`src/rtl/sram_arb_pkg.sv`:
```
// Shared definitions for the two-port SRAM arbiter: FSM state encoding,
// one-hot requester codes and default widths.
package sram_arb_pkg;

    typedef enum logic [1:0] {
        ST_IDLE = 2'd0,
        ST_OWN0 = 2'd1,
        ST_OWN1 = 2'd2
    } arb_state_e;

    localparam logic [1:0] REQ_NONE = 2'b00;
    localparam logic [1:0] REQ0_OH  = 2'b01;
    localparam logic [1:0] REQ1_OH  = 2'b10;

    localparam int DEFAULT_ADDR_W    = 5;
    localparam int DEFAULT_DATA_W    = 32;
    localparam int DEFAULT_MAX_BURST = 8;

endpackage

```
`src/rtl/sram_arb_rr.sv`:
```
// Combinational 2-way round-robin pick: a lone requester wins outright,
// contention is settled by ptr.
module sram_arb_rr
    import sram_arb_pkg::*;
(
    input  logic [1:0] req,
    input  logic       ptr,
    output logic [1:0] pick
);

    always_comb begin
        pick = REQ_NONE;
        case (req)
            2'b01:   pick = REQ0_OH;
            2'b10:   pick = REQ1_OH;
            2'b11:   pick = ptr ? REQ1_OH : REQ0_OH;
            default: pick = REQ_NONE;
        endcase
    end

endmodule

```
`src/rtl/sram_arbiter.sv`:
```
// Round-robin arbiter sharing one single-port synchronous SRAM between two
// requesters, with an optional bounded locked burst per requester.
module sram_arbiter
    import sram_arb_pkg::*;
#(
    parameter int ADDR_W    = DEFAULT_ADDR_W,
    parameter int DATA_W    = DEFAULT_DATA_W,
    parameter int MAX_BURST = DEFAULT_MAX_BURST
) (
    input  logic              clk,
    input  logic              rst_,
    input  logic              req0,
    input  logic              we0,
    input  logic [ADDR_W-1:0] addr0,
    input  logic [DATA_W-1:0] wdata0,
    input  logic              lock0,
    input  logic              req1,
    input  logic              we1,
    input  logic [ADDR_W-1:0] addr1,
    input  logic [DATA_W-1:0] wdata1,
    input  logic              lock1,
    output logic              gnt0,
    output logic              gnt1,
    output logic              rvalid0,
    output logic              rvalid1,
    output logic [DATA_W-1:0] rdata0,
    output logic [DATA_W-1:0] rdata1,
    output logic [ADDR_W-1:0] sram_addr,
    output logic [DATA_W-1:0] sram_din,
    output logic              sram_ena,
    output logic              sram_wea,
    input  logic [DATA_W-1:0] sram_dout,
    output logic [1:0]        dbg_state
);

    localparam int                CNT_W   = $clog2(MAX_BURST + 1);
    localparam logic [CNT_W-1:0]  MAX_CNT = CNT_W'(MAX_BURST);
    localparam bit                LOCK_EN = (MAX_BURST > 1);

    arb_state_e       state_q, state_d;
    logic             ptr_q, ptr_d;
    logic [CNT_W-1:0] burst_cnt_q, burst_cnt_d;
    logic [1:0]       rd_owner_q, rd_owner_d;
    logic [CNT_W-1:0] cnt_inc;
    logic [1:0]       req_vec;
    logic [1:0]       rr_pick;
    logic [1:0]       gnt_vec;

    assign req_vec = {req1, req0};
    assign cnt_inc = burst_cnt_q + CNT_W'(1);

    sram_arb_rr u_rr (
        .req  (req_vec),
        .ptr  (ptr_q),
        .pick (rr_pick)
    );

    // Handshake: req_i is held with its command until gnt_i; the access
    // completes on the rising edge where req_i && gnt_i, and a read returns
    // on rvalid_i exactly one cycle later.
    always_comb begin
        gnt_vec = REQ_NONE;
        if (rst_) begin
            case (state_q)
                ST_IDLE: gnt_vec = rr_pick;
                ST_OWN0: gnt_vec = {1'b0, req0};
                ST_OWN1: gnt_vec = {req1, 1'b0};
                default: gnt_vec = REQ_NONE;
            endcase
        end
    end

    assign gnt0 = gnt_vec[0];
    assign gnt1 = gnt_vec[1];

    always_comb begin
        sram_ena  = |gnt_vec;
        sram_wea  = 1'b0;
        sram_addr = '0;
        sram_din  = '0;
        if (gnt_vec[0]) begin
            sram_wea  = we0;
            sram_addr = addr0;
            sram_din  = wdata0;
        end else if (gnt_vec[1]) begin
            sram_wea  = we1;
            sram_addr = addr1;
            sram_din  = wdata1;
        end
    end

    always_comb begin
        state_d     = state_q;
        ptr_d       = ptr_q;
        burst_cnt_d = burst_cnt_q;
        rd_owner_d  = REQ_NONE;

        // Every completed access hands priority to the other side, locked or not.
        if (gnt_vec[0]) begin
            ptr_d = 1'b1;
            if (!we0) rd_owner_d = REQ0_OH;
        end else if (gnt_vec[1]) begin
            ptr_d = 1'b0;
            if (!we1) rd_owner_d = REQ1_OH;
        end

        case (state_q)
            ST_IDLE: begin
                burst_cnt_d = '0;
                if (LOCK_EN) begin
                    if (gnt_vec[0] && lock0) begin
                        state_d     = ST_OWN0;
                        burst_cnt_d = CNT_W'(1);
                    end else if (gnt_vec[1] && lock1) begin
                        state_d     = ST_OWN1;
                        burst_cnt_d = CNT_W'(1);
                    end
                end
            end
            ST_OWN0: begin
                if (gnt_vec[0]) begin
                    burst_cnt_d = cnt_inc;
                    if (!lock0 || cnt_inc == MAX_CNT) begin
                        state_d     = ST_IDLE;
                        burst_cnt_d = '0;
                    end
                end else if (!req0 && !lock0) begin
                    state_d     = ST_IDLE;
                    burst_cnt_d = '0;
                end
            end
            ST_OWN1: begin
                if (gnt_vec[1]) begin
                    burst_cnt_d = cnt_inc;
                    if (!lock1 || cnt_inc == MAX_CNT) begin
                        state_d     = ST_IDLE;
                        burst_cnt_d = '0;
                    end
                end else if (!req1 && !lock1) begin
                    state_d     = ST_IDLE;
                    burst_cnt_d = '0;
                end
            end
            default: begin
                state_d     = ST_IDLE;
                burst_cnt_d = '0;
            end
        endcase
    end

    always_ff @(posedge clk or negedge rst_) begin
        if (!rst_) begin
            state_q     <= ST_IDLE;
            ptr_q       <= 1'b0;
            burst_cnt_q <= '0;
            rd_owner_q  <= REQ_NONE;
        end else begin
            state_q     <= state_d;
            ptr_q       <= ptr_d;
            burst_cnt_q <= burst_cnt_d;
            rd_owner_q  <= rd_owner_d;
        end
    end

    assign rvalid0   = rd_owner_q[0];
    assign rvalid1   = rd_owner_q[1];
    assign rdata0    = sram_dout;
    assign rdata1    = sram_dout;
    assign dbg_state = state_q;

endmodule
```
`config.mk`:
```
export PLATFORM = sky130hd
export DESIGN_NAME = sram_arbiter
export DESIGN_NICKNAME = d
export VERILOG_FILES = /design/src/rtl/sram_arb_pkg.sv /design/src/rtl/sram_arb_rr.sv /design/src/rtl/sram_arbiter.sv
export SDC_FILE = /design/constraint.sdc
export NUM_CORES = 1
export LEC_CHECK = 0
export ABC_AREA = 1
export CORE_AREA = 5 5 84 86
export CTS_BUF_LIST = sky130_fd_sc_hd__clkbuf_8
export CTS_CLUSTER_SIZE = 30
export DETAILED_ROUTE_END_ITERATION = 10
export DIE_AREA = 0 0 89 91
export GPL_TIMING_DRIVEN = 0
export PLACE_DENSITY = 0.84
export SLEW_MARGIN = 15
export SYNTH_ARGS = -nofsm -noshare
export SYNTH_HDL_FRONTEND = slang
export SYNTH_SLANG_ARGS = --single-unit
```
`constraint.sdc`:
```
create_clock -name clk -period 3.11 [get_ports clk]
set_input_delay 0.311 -clock clk [delete_from_list [all_inputs] [get_ports clk]]
set_output_delay 0.311 -clock clk [all_outputs]
set_load 0.02 [all_outputs]
```
# == Yosys cells after proc, flatten, opt, wreduce, memory -nomap -nowiden ==
# Index checks and enable logic that the tools add are counted.
# totals
ff_bits,9
input_bits,114
out_inout_bits,109
wordCells,65
# op_classes
n_addsub,1
n_eq_ne,11
muxes,34
reduce_logical,15
# ops
cell,n
2-to-1 mux 32 bit,2
2-to-1 mux 2 bit,13
2-to-1 mux 4 bit,6
case mux 2 bit (3 select lines),3
inequality test 3 bit (second input constant),5
case mux 4 bit (3 select lines),1
2-to-1 mux 5 bit,2
2-to-1 mux 1 bit,7
equality test 2 bit (second input constant),3
AND reduction 5 bit,1
adder 4 x 1 -> 4 bit (second input constant),1
equality test 2 x 1 -> 1 bit (second input constant),2
equality test 4 bit (second input constant),1
logical AND 1 bit,4
logical NOT 1 bit,4
logical NOT 2 bit,1
logical OR 1 bit,2
AND reduction 2 bit,1
nonzero test 2 bit,1
OR reduction 2 bit,1

# == Depth between registers and ports, before layout ==
# depth
ltp_word,8
depth_mapped,10
depth_no_buf,10

# == Hierarchy ==
# Synthesis repeated with hierarchy kept, for this count alone.
# hier_totals
hier_cells,265
area_unflattened_um2,1749.2
# by_module_without_submodules
mod,n_inst,cells_each,area_per_inst_um2,seq_area_each_um2
sram_arbiter,1,260,1729.2,225.2
sram_arb_rr,1,5,20.0,0.0

# == Worst setup path after synthesis ==
# Ideal clock, no wire load.
# synth_path
path_kind,flip-flop to output port
startpoint,"register state_q[1], in the netlist dbg_state[1]"
endpoint,output port sram_addr[0]
arrival_time_ns,1.323
required_ns,2.799
setup_slack_ns,1.476
path_stages_with_launch,8
path_buffers,1
cell_sequence,dfrtp_1 > inv_2 > nand2_2 > nor2_4 > nand2_4 > inv_2 > buf_6 > a22o_1
# synth_between
elab_cells_between_ends,7
classes_between,2 x eq/ne; 4 x mux; 1 x reduce/logical
# synth_lines
element,line,text
start: declaration,sram_arbiter.sv:40,"arb_state_e state_q, state_d;"
start signal: assignment,sram_arbiter.sv:158,state_q <= state_d;
equality test 2 bit (tied with other cells),sram_arbiter.sv:64,case (state_q)
case mux 2 bit (3 select lines) (*),sram_arbiter.sv:64,
2-to-1 mux 2 bit (*),sram_arbiter.sv:63,if (rst_) begin
net gnt0,sram_arbiter.sv:22,"output logic gnt0,"
2-to-1 mux 5 bit (*),sram_arbiter.sv:81,if (gnt_vec[0]) begin
end: declaration,sram_arbiter.sv:28,"output logic [ADDR_W-1:0] sram_addr,"
# The timed path passes the listed nets; every way through them passes the cells marked *.

# == Worst setup path after layout ==
# layout_path
startpoint,input port rst_
endpoint,output port sram_din[31]
# layout_between
elab_chain_cells,3
# layout_lines
element,line,text
start: declaration,sram_arbiter.sv:11,"input logic rst_,"
2-to-1 mux 2 bit (*),sram_arbiter.sv:63,
2-to-1 mux 32 bit,sram_arbiter.sv:85,end else if (gnt_vec[1]) begin
2-to-1 mux 32 bit (*),sram_arbiter.sv:81,
end: declaration,sram_arbiter.sv:29,"output logic [DATA_W-1:0] sram_din,"
# Every way passes the cells marked *; elsewhere a longest branch is shown, timed or not.

==> out/qor.yml <==
grt_use_total_pct: 17.5
fin_setup_tns_ns: 0
reg2reg_depth: 8
p_int_mw: 0.783
ant_nets: 0
dr.pass1.iters: 4
cp_slowest_cell: "clkdlybuf4s50_1"
grt-ovfl-total: 0
worst_ep_arrival_time_ns: 2.52
ys_seq_area_share_pct: 15.2
synth_edf_count: 0
synth_xor_area_share_pct: 1.18
drt_iter0_markers: 33
syn_nets: 300
p_total_mw: 1.37
row_count: 29
port_buffers: 190
outcome: "complete, no violations"
synth.mux.area_fraction_pct: 0
fin_nets: 495
area_growth_pct: 138
powerDensity_mw_per_mm2: 389
drive_above_1_share_pct: 24.9
final_cells: 455
num-fill-cells: 569
syn_inst: 184
multi_input_area_um2: 663
core_mm2: 0.00620
cts_num_sinks: 9
crit_family: "buffers and inverters"
grt_max_degree: 11
vias_per_cell: 4.36
synth_cell_type_count: 19
path_max_fanout: 10
root_buffer: "clkbuf_8"
synthSimpleGateAreaFrac_pct: 17.2
critPathLaunchType: "input port"
seqPwrFrac_pct: 13.0
slew_headroom_pct: 70.0
gp_congestion: 0.776
yosys.area.top_type_share_pct: 34.4
hold_buffers: 0
rsz0062_at_grt: "false"
max_slew.worst_pin.slew_ns: 0.449
grt_pass1_wl_um: 11300
switching_share_pct: 42.9
path_class: "in -> out"
wirelength_um: 7560
startpoint: "rst_"
ir_drop_mv: 0.243
die_w_um: 89
post-dp-hpwl_um: 6750
r2r-start: "burst_cnt_q[0]"
synth_commonest_cells: "buf_4 (68), a22o_1 (38), nand2_1 (15)"
final_util_pct: 56.9
die_area_mm2: 0.00810
drc: 0
clk_latency_ns: 0.23
netSwitchingPower_mw: 0.589
cts.clk_slew.worst_paths_ns: 0.04
period_share_pct: 91.1
worstPathCellList: "clkdlybuf4s50_1 > inv_2 > nor2_4 > nand2_4 > inv_2 > buf_6 > a22o_1 > clkdlybuf4s50_1"
cts_max_level: 1
wire_per_inst_um: 16.6
cts_tree: "yes"
p_clk_share_pct: 9.6
yosys-top-cells-area: "buf_4 (34%), a22o_1 (22%), dfrtp_1 (15%)"
yosysMostFrequentCell: "buf_4"
maxCapViolCount: 0
synth_ff_type: "dfrtp_1"
skew_ns: 0.00299
cp_num_cells: 8
crit_required_ns: 2.80
antennaDiodeCount: 0
holdCritPathClass: "in -> async"
grt_antenna_before_repair: 0
pwr-share-comb_pct: 77.5
post_cts_buffers: 0
cts_resized: 0
seq_area_um2: 225
slowest_delay_ns: 0.75
synth_largest_area_cell: "buf_4"
final_max_slew_viol_count: 0
critPathBufInv: 5
reg2reg_setup_slack_ns: 1.67
max_freq_mhz: 353
endpoint: "sram_din[31]"
cellLeakagePower_nw: 1.57
dpl-instance-area_mm2: 0.00348
cts_buffers: 3
synth_adder_area_share_pct: 1.68
io_pins: 223
netlist_area_mm2: 0.00149
reg2reg_to: "dbg_state[1]"
synth_top_family_by_area: "buffers and inverters"
synth_compound_area_share_pct: 24.6
synth_warnings: 0
dieHeight_um: 91
first_global_vias: 2188
route.vias.total: 1985
synthArstFlopShare_pct: 100
postSynthAreaPerCell_um2: 8.07
finalHoldViolCount: 0
place_inst: 451
final-setup-viol-count: 0
start_util_pct: 23.9
finalCriticalPeriod_ns: 2.83
stdcell_area_mm2: 0.00353
clockBufferDepth: 2
synth_seq_cells: 9
crit_path_end_kind: "output port"
==> routing by layer <==
layer  wire [µm]  part of all wire (%)  vias up  global-route usage [%]
li1            -                     -      960                       -
met1        2350                    31      888                    17.8
met2        4130                    55      123                    34.4
met3         934                    12       14                    4.62
met4         144                   1.9        0                    4.22
met5           0                     0        -                       0
==> per-stage QoR <==
stage                     worst slack (ns)  hold WS [ns]
after floorplan                       1.48        0.0154
after global placement               0.241         0.503
after detailed placement             0.199         0.530
after CTS                            0.186         0.421
after global routing                0.0934         0.430
final                                0.277         0.396
==> how the worst min path moves through the flow <==
stage / start / end / slack, ns / depth (start not counted)
after CTS: rst_ / dbg_state[1] / 0.42 / 1
after global routing: rst_ / ptr_q / 0.43 / 1
after floorplan: rst_ / burst_cnt_q[0] / 0.02 / 0
after global placement: burst_cnt_q[2] / burst_cnt_q[2] / 0.50 / 2
final: rst_ / ptr_q / 0.40 / 1
after detailed placement: burst_cnt_q[1] / burst_cnt_q[1] / 0.53 / 2
==> cell usage in the layout, fill, tap and decap left out, types with 3 or more instances in the layout <==
master	n
a22o_1	38
nor2_1	6
nand2_1	15
clkbuf_8	3
nand3_1	8
nand3_2	3
buf_6	4
clkdlybuf4s50_1	190
inv_2	6
nand2_2	5
nand4_1	3
dfrtp_1	9
nand2_4	3
buf_4	68
inv_1	6
==> logic make-up after synthesis <==
logic type               Yosys count
XOR/XNOR                           2
AND/OR/NAND/NOR                   45
adder cells (fa/ha/maj)            2
buffers and inverters             83
AO/OA/AOI/OAI                     43
flip-flops                         9
==> power by group through the flow <==
stage               logic [mW]  clock network (mW)  registers, mW
floorplan                0.575                   0          0.188
global placement          1.06                   0          0.176
detailed placement        1.07                   0          0.178
CTS                       1.08               0.136          0.177
global route              1.14               0.146          0.181
finish                    1.06               0.131          0.178
==> cell type report <==
type	instances	share of cell area, %
plain buffers	72	15.7
clock buffers	3	1.17
clock inverters	1	0.106
inverters	11	1.17
multi-input cells	92	18.8
flip-flops and latches	9	6.38
well taps	77	2.73
repair buffers	190	53.9
==> worst reg2reg max path, delay by kind of cell (launching register included) <==
kind | cells | cell delay, ns
simple gates | 6 | 0.49
flops | 1 | 0.43
xor+xnor | 1 | 0.17
fa+ha+maj | 1 | 0.23
==> flip-flops by register name (all words and copies together), names as in the netlist <==
register and count:
burst_cnt_q 4, ptr_q 1, dbg_state 2, rd_owner_q 2
Note: power is estimated with default switching activity, not from simulation.
